**src/rtl/traffic_phase_scheduler.sv**
```systemverilog
// Two-way traffic controller with a pedestrian walk phase and emergency preempt.
// Green time stretches from GMIN to GMAX cycles, depending on demand from the opposing road or a waiting pedestrian.
module traffic_phase_scheduler #(
   parameter int CLOCK_FREQ_HZ = 50_000_000,
   parameter int GREEN_MIN_S   = 5,
   parameter int GREEN_MAX_S   = 30,
   parameter int YELLOW_TIME_S = 3,
   parameter int ALLRED_TIME_S = 2,
   parameter int WALK_TIME_S   = 10
) (
   input  logic       clk,
   input  logic       rst,
   input  logic       ns_req,
   input  logic       ew_req,
   input  logic       ped_req,
   input  logic       emerg,
   output logic       ns_red,
   output logic       ns_yellow,
   output logic       ns_green,
   output logic       ew_red,
   output logic       ew_yellow,
   output logic       ew_green,
   output logic       walk,
   output logic       ped_ack,
   output logic [2:0] phase
);

   localparam int GMIN = GREEN_MIN_S * CLOCK_FREQ_HZ;
   localparam int GMAX = GREEN_MAX_S * CLOCK_FREQ_HZ;
   localparam int Y    = YELLOW_TIME_S * CLOCK_FREQ_HZ;
   localparam int AR   = ALLRED_TIME_S * CLOCK_FREQ_HZ;
   localparam int W    = WALK_TIME_S * CLOCK_FREQ_HZ;

   localparam int D_GY  = (GMAX > Y) ? GMAX : Y;
   localparam int D_GYA = (D_GY > AR) ? D_GY : AR;
   localparam int DMAX  = (D_GYA > W) ? D_GYA : W;
   localparam int CW    = (DMAX > 1) ? $clog2(DMAX) : 1;

   localparam logic [CW-1:0] GMIN_LAST = CW'(GMIN - 1);
   localparam logic [CW-1:0] GMAX_LAST = CW'(GMAX - 1);
   localparam logic [CW-1:0] Y_LAST    = CW'(Y - 1);
   localparam logic [CW-1:0] AR_LAST   = CW'(AR - 1);
   localparam logic [CW-1:0] W_LAST    = CW'(W - 1);

   localparam logic [2:0] NS_G   = 3'd0;
   localparam logic [2:0] NS_Y   = 3'd1;
   localparam logic [2:0] EW_G   = 3'd2;
   localparam logic [2:0] EW_Y   = 3'd3;
   localparam logic [2:0] ALLRED = 3'd4;
   localparam logic [2:0] WALK   = 3'd5;

   localparam logic DIR_NS = 1'b0;
   localparam logic DIR_EW = 1'b1;

   logic [2:0]    state;
   logic [2:0]    state_nxt;
   logic [CW-1:0] count;
   logic          ped_pend;
   logic          last_dir;
   logic          last_dir_nxt;

   always_comb begin
      state_nxt    = state;
      last_dir_nxt = last_dir;
      case (state)
         NS_G: begin
            if (emerg || (count >= GMIN_LAST && (ew_req || ped_pend)) || count == GMAX_LAST)
               state_nxt = NS_Y;
         end
         NS_Y: begin
            if (count == Y_LAST) begin
               state_nxt    = ALLRED;
               last_dir_nxt = DIR_NS;
            end
         end
         EW_G: begin
            if (emerg || (count >= GMIN_LAST && (ns_req || ped_pend)) || count == GMAX_LAST)
               state_nxt = EW_Y;
         end
         EW_Y: begin
            if (count == Y_LAST) begin
               state_nxt    = ALLRED;
               last_dir_nxt = DIR_EW;
            end
         end
         ALLRED: begin
            // Clearance only starts timing once the preempt has been released.
            if (!emerg && count == AR_LAST) begin
               if (ped_pend)
                  state_nxt = WALK;
               else
                  state_nxt = (last_dir == DIR_NS) ? EW_G : NS_G;
            end
         end
         WALK: begin
            if (emerg)
               state_nxt = ALLRED;
            else if (count == W_LAST)
               state_nxt = (last_dir == DIR_NS) ? EW_G : NS_G;
         end
         default: state_nxt = ALLRED;
      endcase
   end

   always_ff @(posedge clk) begin
      if (!rst) begin
         state    <= NS_G;
         count    <= '0;
         ped_pend <= 1'b0;
         last_dir <= DIR_EW;
      end else begin
         state    <= state_nxt;
         last_dir <= last_dir_nxt;
         if (state_nxt != state || (state == ALLRED && emerg))
            count <= '0;
         else
            count <= count + CW'(1);
         // A press during the walk being served is absorbed by that walk.
         if (state_nxt == WALK || state == WALK)
            ped_pend <= 1'b0;
         else if (ped_req)
            ped_pend <= 1'b1;
      end
   end

   always_comb begin
      ns_red    = 1'b1;
      ns_yellow = 1'b0;
      ns_green  = 1'b0;
      ew_red    = 1'b1;
      ew_yellow = 1'b0;
      ew_green  = 1'b0;
      walk      = 1'b0;
      case (state)
         NS_G: begin
            ns_red   = 1'b0;
            ns_green = 1'b1;
         end
         NS_Y: begin
            ns_red    = 1'b0;
            ns_yellow = 1'b1;
         end
         EW_G: begin
            ew_red   = 1'b0;
            ew_green = 1'b1;
         end
         EW_Y: begin
            ew_red    = 1'b0;
            ew_yellow = 1'b1;
         end
         WALK:    walk = 1'b1;
         default: walk = 1'b0;
      endcase
      ped_ack = (state == WALK) && (count == '0);
      phase   = state;
   end

endmodule

```
**config.mk**
```make
export PLATFORM = sky130hd
export DESIGN_NAME = traffic_phase_scheduler
export DESIGN_NICKNAME = d
export VERILOG_FILES = /design/src/rtl/traffic_phase_scheduler.sv
export SDC_FILE = /design/constraint.sdc
export NUM_CORES = 1
export LEC_CHECK = 0
export BUFFER_PORTS_ARGS = -buffer_cell sky130_fd_sc_hd__buf_2
export CAP_MARGIN = 30
export CORE_MARGIN = 1
export CORE_UTILIZATION = 50
export CTS_BUF_LIST = sky130_fd_sc_hd__clkbuf_16
export DETAILED_ROUTE_END_ITERATION = 7
export GPL_TIMING_DRIVEN = 0
export PLACE_DENSITY_LB_ADDON = 0.05
export RECOVER_POWER = 25
export SYNTH_ARGS = -nofsm -noshare
export SYNTH_HDL_FRONTEND = slang
export SYNTH_SLANG_ARGS = --single-unit
export TNS_END_PERCENT = 30
```
**constraint.sdc**
```tcl
create_clock -name clk -period 2.7 [get_ports clk]
set_input_delay 0.405 -clock clk [delete_from_list [all_inputs] [get_ports clk]]
set_output_delay 0.405 -clock clk [all_outputs]
set_load 0.05 [all_outputs]
```
==> results of run 1 <==
-- power groups by stage --
stage / Clock (W) / Sequential [W] / Combinational, W
after floorplan: 0 / 0.000555 / 0.0000539
after global placement: 0 / 0.000553 / 0.0000770
after detailed placement: 0 / 0.000553 / 0.0000767
after CTS: 0.000549 / 0.000541 / 0.0000885
after global routing: 0.000570 / 0.000542 / 0.000116
final: 0.000536 / 0.000542 / 0.000109
-- per-stage QoR --
stage               instance area, um2  hold WS [ps]  setup TNS, ps
floorplan                         2365         446.6              0
global placement                  2510         469.9          -2511
detailed placement                2510         478.0          -2345
CTS                               2688         350.3              0
global route                      2824         358.8          -2607
finish                            2824         350.1         -299.9
-- state kept, by name, summed over array words and instances (netlist names) --
| register | cells |
|---|---|
| phase | 3 |
| last_dir | 1 |
| count | 31 |
| ped_pend | 1 |
-- layout by cell type, fill, tap and decap left out, drive strengths merged, types with 3 or more instances in the layout --
master / count
nor2: 49
dfxtp: 36
buf: 30
nand2: 25
xnor2: 19
nand3: 18
clkbuf: 17
nor3: 15
nor4: 13
nand4: 10
xor2: 10
inv: 9
and3: 5
and4: 5
a21oi: 4
o21ai: 4
and2b: 3
and4b: 3
nor4b: 3
or4: 3
-- cell families (layout without fill, tap and decap cells) --
family / count (synthesis) / in the layout / synth area share
buffers and inverters: 27 / 57 / 0.08116
AO/OA/AOI/OAI: 21 / 21 / 0.07003
adder cells (fa/ha/maj): 2 / 2 / 0.01061
flip-flops: 36 / 36 / 0.3056
XOR/XNOR: 29 / 29 / 0.1077
AND/OR/NAND/NOR: 168 / 168 / 0.4249
-- layer usage --
metal	track usage	vias to the layer above
met1	0.3468	1011
li1	-	1058
met2	0.3782	93
met4	0.07333	0
met5	0	-
met3	0.05413	18
-- layout make-up --
cell class	count	area, um2
Sequential cell	36	723.2
Inverter	8	30.03
Fill cell	403	1620
Clock buffer	5	125.1
Tap cell	52	65.06
Multi-Input combinational cell	220	1520
Clock inverter	2	8.758
Timing Repair Buffer	24	172.7
Buffer	18	178.9
-- worst max-delay path, cell delays in order (launching register included) --
cell       delay [ps]
dfxtp_2           330
buf_8             140
or4b_4            490
or4_4             450
nor4_4            370
o31ai_4            90
nor3b_4           170
a41oi_4           210
buf_12            170
clkbuf_16         160
nor2_2             40
-- what timing repair did --
item                                    in CTS  in global routing
buffers inserted                             2                  4
endpoints found under the setup margin      30                 30
gates cloned                                 1                  1
resized for setup                            2                 18
pin swaps                                    1                  4
-- worst max path at each step --
stage | from | to | slack [ps] | cells after the start
CTS | count[27]$_SDFF_PP0_ | count[22]$_SDFF_PP0_ | 20 | 9
global route | count[8]$_SDFF_PP0_ | count[16]$_SDFF_PP0_ | -100 | 10
global placement | count[27]$_SDFF_PP0_ | count[14]$_SDFF_PP0_ | -100 | 8
finish | phase[0]$_SDFF_PN0_ | count[17]$_SDFF_PP0_ | -30 | 10
floorplan | phase[0]$_SDFF_PN0_ | count[25]$_SDFF_PP0_ | 90 | 9
detailed placement | count[27]$_SDFF_PP0_ | count[14]$_SDFF_PP0_ | -90 | 8
==> metrics.md, run 1 <==
| Metric | Value |
|---|---|
| Status | `finished with violations` |
| Violated checks | `DRC, setup timing` |
| Final Slew Violations | `0` |
| Sw Pwr | `0.0002709 W` |
| Top Ports | `17` |
| CTS tree | `done` |
| Int Pwr | `just over 0.0009 W` |
| Root buffer cell | `clkbuf_16` |
| HPWL after DPL | `4.108 mm` |
| Hold Vio Cnt, Final | `0` |
| Share of total power in combinational logic | `0.092` |
| Chip Width | `between 70 and 80 um` |
| CP startpoint kind | `flip-flop` |
| RSZ-0062 raised after global routing | `yes` |
| Largest cells by area after synthesis | `dfxtp_1 (31%), nor2_2 (8.0%), xnor2_1 (7.1%), nand2_1 (4.0%), buf_6 (3.8%)` |
| Final WS setup | `-29.13 ps` |
| Clock Path Buffers | `2` |
| Total power | `0.001187 W` |
| CP required | `between 2000 and 3000 ps` |
| Count leader, synth | `dfxtp_1` |
| Core area | `approximately 4400 um2` |
| Max-cap violations | `0` |
| Warnings, synthesis | `0` |
| Number of synthesized flops with an enable pin | `0` |
| Final min period | `2729 ps` |
| Detailed Route Iter0 Violations | `~180` |
| Reg2Reg Depth | `10` |
| Async S/R FF share, synth | `0` |
| Relative slew slack | `0.5990` |
| Min-delay src | `rst` |
| Clock skew | `around 4.4 ps` |
| Post-Syn Nets | `between 200 and 300` |
| Die extent in y | `between 70 and 80 um` |
| H-tree depth | `2` |
| Layout cells sized above 1 | `0.3067` |
| Syn avg cell area | `8.334 um2` |
| Antenna Violating Nets Remaining | `0` |
| Slew @ Worst Pin | `~600 ps` |
| Worst Path Arrival | `around 2900 ps` |
| # rows | `24` |
| Initial Utilization | `0.5307` |
| Non-filler cells, final | `about 370` |
| Hold_buf cts | `0` |
| CTS Buf Count | `5` |
| Final setup fails | `23` |
| R2r startpoint | `phase[0]$_SDFF_PN0_` |
| DP Cell Count | `351` |
| Vias | `2180` |
| Syn-to-layout area delta | `19.73%` |
| Clock Sinks | `36` |
| Pre-CTS setup slack | `-91.56 ps` |
| Via/cell ratio | `5.973` |
| Router iterations before antenna repair | `7` |
| Switch share | `0.2283` |
| Total gr overflow | `0` |
| Power Dens Cells | `420.3 nW/um2` |
| Register clock-pin slew on the reported worst setup and hold paths | `~50 ps` |
| Metal3 WL | `roughly 500 um` |
| Port bufs | `16` |
| R2R setup slack | `-30 ps` |
| Largest net degree at the start of global routing | `11` |
| Gr usage total | `0.2465` |
| Worst r2r dst | `count[17]$_SDFF_PP0_` |
| DIE AREA | `about 5000 um2` |
| Met1 wire length | `2.757 mm` |
| Worst Setup End Kind | `flip-flop` |
| Top sig layer | `met4` |
| Classification of the worst setup path | `flip-flop to flip-flop` |
| First-pass GRT wire length | `roughly 10 mm` |
| Clock Latency Late Sink | `between 200 and 300 ps` |
| Antenna Cells | `0` |
| Synth top area share | `0.3056` |
| Post-synth top flop | `dfxtp_1` |
| Part of the cycle the worst path needs | `1.011` |
| Vias in the first global route | `just under 2k` |
| Wirelength per Cell | `around 17 um` |
| Layout Nets | `around 320` |
| Post-synthesis sequential area ratio | `0.3056` |
| Netlist cell types | `57` |
| Hold endpoint | `last_dir$_SDFFE_PN1P_` |
| Synth area leader | `dfxtp_1` |
| Max Fclk | `approximately 370 MHz` |
| Synth Instances | `283` |
| Initial antenna violation count | `0` |
| Cells on Worst Hold Path | `2` |
| Final Util | `0.6354` |
| Post-synth top cells | `dfxtp_1 (36), nor2_2 (30), nand2_1 (25)` |
| Seq pwr share | `0.456` |
| Worst VDD drop | `344.9 uV` |
| Hold Crit Class | `primary input to flip-flop` |
| Placer Congestion | `between 0.9 and 1` |
| Crit Path Max Fanout | `10` |
| DRC viols | `2` |
| Yosys reg bits | `36` |
| Total Wirelength | `6.102 mm` |
| Met2 Routed Length | `between 2 and 3 mm` |
| Mapped cell area | `2359 um2` |
| Clk pwr share | `0.452` |
| Static leakage | `0.9421 nW` |
Note: power is estimated with default switching activity, not from simulation.
==> run 2: changes to the inputs <==
==> constraint.sdc (replaced) <==
create_clock -name clk -period 3 [get_ports clk]
set_input_delay 0.15 -clock clk [delete_from_list [all_inputs] [get_ports clk]]
set_output_delay 0.15 -clock clk [all_outputs]
set_load 0.05 [all_outputs]
==> run 2 against run 1 <==
The flow now finishes without violations. Critical endpoint is now count[19]$_SDFF_PP0_. Setup slack gained 250 ps. Sequential power shrank 10%. Largest cell class unchanged. Global-route usage shrank 0.58 points. Register-to-register slack gained 250 ps.
==> metrics.md, run 2 (same netlist as run 1, synthesis figures left out) <==
| Metric | Value |
|---|---|
| Reg2Reg Depth | `8 (-2)` |
| Final Slew Violations | `0 (unchanged)` |
| Worst Path Arrival | `2950 ps (+50 ps)` |
| Critical path's slowest cell | `or4b_4` |
| Syn-to-layout area delta | `11.51%` |
| DRC viols | `0 (-2)` |
| CP startpoint kind | `flip-flop` |
| Vias in the first global route | `1989 (+3.1%)` |
| Max FFs per register | `31 (unchanged)` |
| Chip Width | `70.68 um (unchanged)` |
| Worst Setup End Kind | `flip-flop` |
| Max Fclk | `360.0 MHz (-1.8%)` |
| First-pass GRT wire length | `9.591 mm (-1.8%)` |
| Hold Crit Class | `primary input to flip-flop` |
| Critical Path Stages | `8 (-2)` |
| Root buffer cell | `clkbuf_16` |
| Relative slew slack | `0.5679 (-0.03111)` |
| Bufs and invs on worst path | `1 (-2)` |
| Worst r2r dst | `count[19]$_SDFF_PP0_` |
| R2r startpoint | `count[27]$_SDFF_PP0_` |
| CTS Buf Count | `5 (unchanged)` |
| Top Ports | `17 (unchanged)` |
| Commonest non-fill, non-tap cell in the layout | `dfxtp_1` |
| Crit Path Max Fanout | `10 (unchanged)` |
| Crit. Startpoint | `count[27]$_SDFF_PP0_` |
| TNS Setup | `0 ps (+299.9 ps)` |
| Static leakage | `0.8364 nW (-11%)` |
| Detailed Route Iter0 Violations | `242 (+33%)` |
| Router iterations before antenna repair | `4 (-3)` |
| RSZ-0062 raised after global routing | `no` |
| CP required | `3170 ps (+300 ps)` |
| Total Wirelength | `5.537 mm (-9.3%)` |
| Largest Register | `count` |
| Placer Congestion | `0.8916 (-3.8%)` |
| Layout cells sized above 1 | `0.2443 (-0.06241)` |
| Total gr overflow | `0 (unchanged)` |
| Clock Path Buffers | `2 (unchanged)` |
| Largest net degree at the start of global routing | `13 (+2)` |
| Register clock-pin slew on the reported worst setup and hold paths | `50 ps (about the same)` |
| Hold Vio Cnt, Final | `0 (unchanged)` |
| Worst VDD drop | `409.6 uV (+19%)` |
| Part of the cycle the worst path needs | `0.9260 (-0.08475)` |
| # rows | `24 (unchanged)` |
| CTS tree | `done` |
| Finished layout cell area | `2630 um2 (-6.9%)` |
| Critical path, cell by cell | `or4b_4 -> or4_1 -> nor4_2 -> o31ai_1 -> nor3b_2 -> a41oi_2 -> buf_6 -> nor2_2` |
| Fillers | `429 (+6.5%)` |
| Postcts setup bufs | `0 (-2)` |
| Via/cell ratio | `5.858 (-1.9%)` |
| Initial antenna violation count | `0 (unchanged)` |
| Final min period | `2778 ps (+48.98 ps)` |
| Non-filler cells, final | `359 (-1.6%)` |
| Slew @ Worst Pin | `642.2 ps (+38.15 ps)` |
| Clock Latency Late Sink | `280 ps (about the same)` |
| Clock skew | `7.829 ps (+3.470 ps)` |
| Clock Sinks | `36 (unchanged)` |
| Layout Nets | `314 (-2.2%)` |
| Initial Utilization | `0.5307 (unchanged)` |
| Wirelength per Cell | `15.42 um (-7.7%)` |
| CP delay by family, top | `simple AND/OR/NAND/NOR gates` |
| H-tree depth | `2 (unchanged)` |
| Port bufs | `16 (unchanged)` |
| Final setup fails | `0 (-100%)` |
| Most frequent cells in the layout | `dfxtp_1 (36), nor2_2 (30), nand2_1 (25), nor2_1 (19), xnor2_1 (19)` |
| Crit path to | `count[19]$_SDFF_PP0_` |
| Vias | `2103 (-3.5%)` |
| Antenna Violating Nets Remaining | `0 (unchanged)` |
| DIE AREA | `4996 um2 (unchanged)` |
| DP Cell Count | `351 (unchanged)` |
| Total power | `0.001054 W (-11%)` |
| CP peak stage delay | `570 ps (+80 ps)` |
| Status | `completed` |
| Antenna Cells | `0 (unchanged)` |
| Gr usage total | `0.2407 (-0.005796)` |
| HPWL after DPL | `4.098 mm (-0.26%)` |
| R2R setup slack | `220 ps (+250 ps)` |
| Hold_buf cts | `0 (unchanged)` |
| Classification of the worst setup path | `flip-flop to flip-flop` |
| Max-cap violations | `0 (unchanged)` |
| Post-place instance area | `2504 um2 (-0.25%)` |
| Power Dens Cells | `400.7 nW/um2 (-4.7%)` |
| Core area | `4444 um2 (unchanged)` |
| Die extent in y | `70.68 um (unchanged)` |
| Post_cts resized | `0 (-2)` |
==> run 2: cell count changes in the layout (fill, tap and decap cells not counted), moves of 2 or more <==
cell | before | now
clkbuf_1 | 9 | 16
buf_2 | 12 | 6
buf_4 | 7 | 2
buf_12 | 3 | 0
buf_6 | 5 | 8
buf_8 | 3 | 1
dfxtp_1 | 34 | 36
dfxtp_2 | 2 | 0
nor4_4 | 2 | 0
or4_1 | 1 | 3
or4_4 | 2 | 0
==> run 2: metal layers <==
layer  part of all wire  routed length, um  up-vias  global-route usage
met1               0.46               2534      964              0.3336
met3              0.074                408       13             0.04986
met4              0.022                120        0             0.09111
li1                   -                  -     1045                   -
met5                  0                  0        -                   0
met2               0.45               2474       81              0.3686
==> run 2: cell type report <==
| cell class | instances | area, um2 | area share |
|---|---|---|---|
| multi-input cells | 220 | 1441 | 0.5480 |
| flip-flops and latches | 36 | 720.7 | 0.2740 |
| plain buffers | 19 | 161.4 | 0.06137 |
| clock buffers | 5 | 125.1 | 0.04757 |
| repair buffers | 16 | 67.56 | 0.02569 |
| well taps | 52 | 65.06 | 0.02474 |
| inverters | 8 | 30.03 | 0.01142 |
| clock inverters | 3 | 18.77 | 0.007136 |
==> run 2: power breakdown <==
part           switching, W  leakage, nW  internal [W]
sequential       0.00000453        0.291      0.000482
combinational     0.0000451        0.472     0.0000230
clock              0.000194       0.0736      0.000305
total              0.000243        0.836      0.000811
==> run 2: stage by stage <==
stage                 util  setup slack, ps  hold slack (ps)
finish              0.5918            221.9            102.8
global route        0.5918            63.10            132.7
CTS                 0.5957            212.5            99.19
detailed placement  0.5633            218.5            384.1
global placement    0.5633            212.1            376.3
floorplan                -            263.7            221.8
==> run 2: worst reg2reg max path, cell delays in order, from the launching register on <==
cell and delay (ps):
dfxtp_1 400, or4b_4 570, or4_1 420, nor4_2 300, o31ai_1 150, nor3b_2 170
a41oi_2 360, buf_6 240, nor2_2 60
==> run 2: worst min-delay path by stage <==
| stage | start | to | slack [ps] | depth (start not counted) |
|---|---|---|---|---|
| after floorplan | rst | last_dir$_SDFFE_PN1P_ | 220 | 1 |
| after global placement | rst | last_dir$_SDFFE_PN1P_ | 380 | 2 |
| after detailed placement | rst | last_dir$_SDFFE_PN1P_ | 380 | 2 |
| after CTS | rst | last_dir$_SDFFE_PN1P_ | 100 | 2 |
| after global routing | rst | last_dir$_SDFFE_PN1P_ | 130 | 2 |
| final | rst | last_dir$_SDFFE_PN1P_ | 100 | 2 |
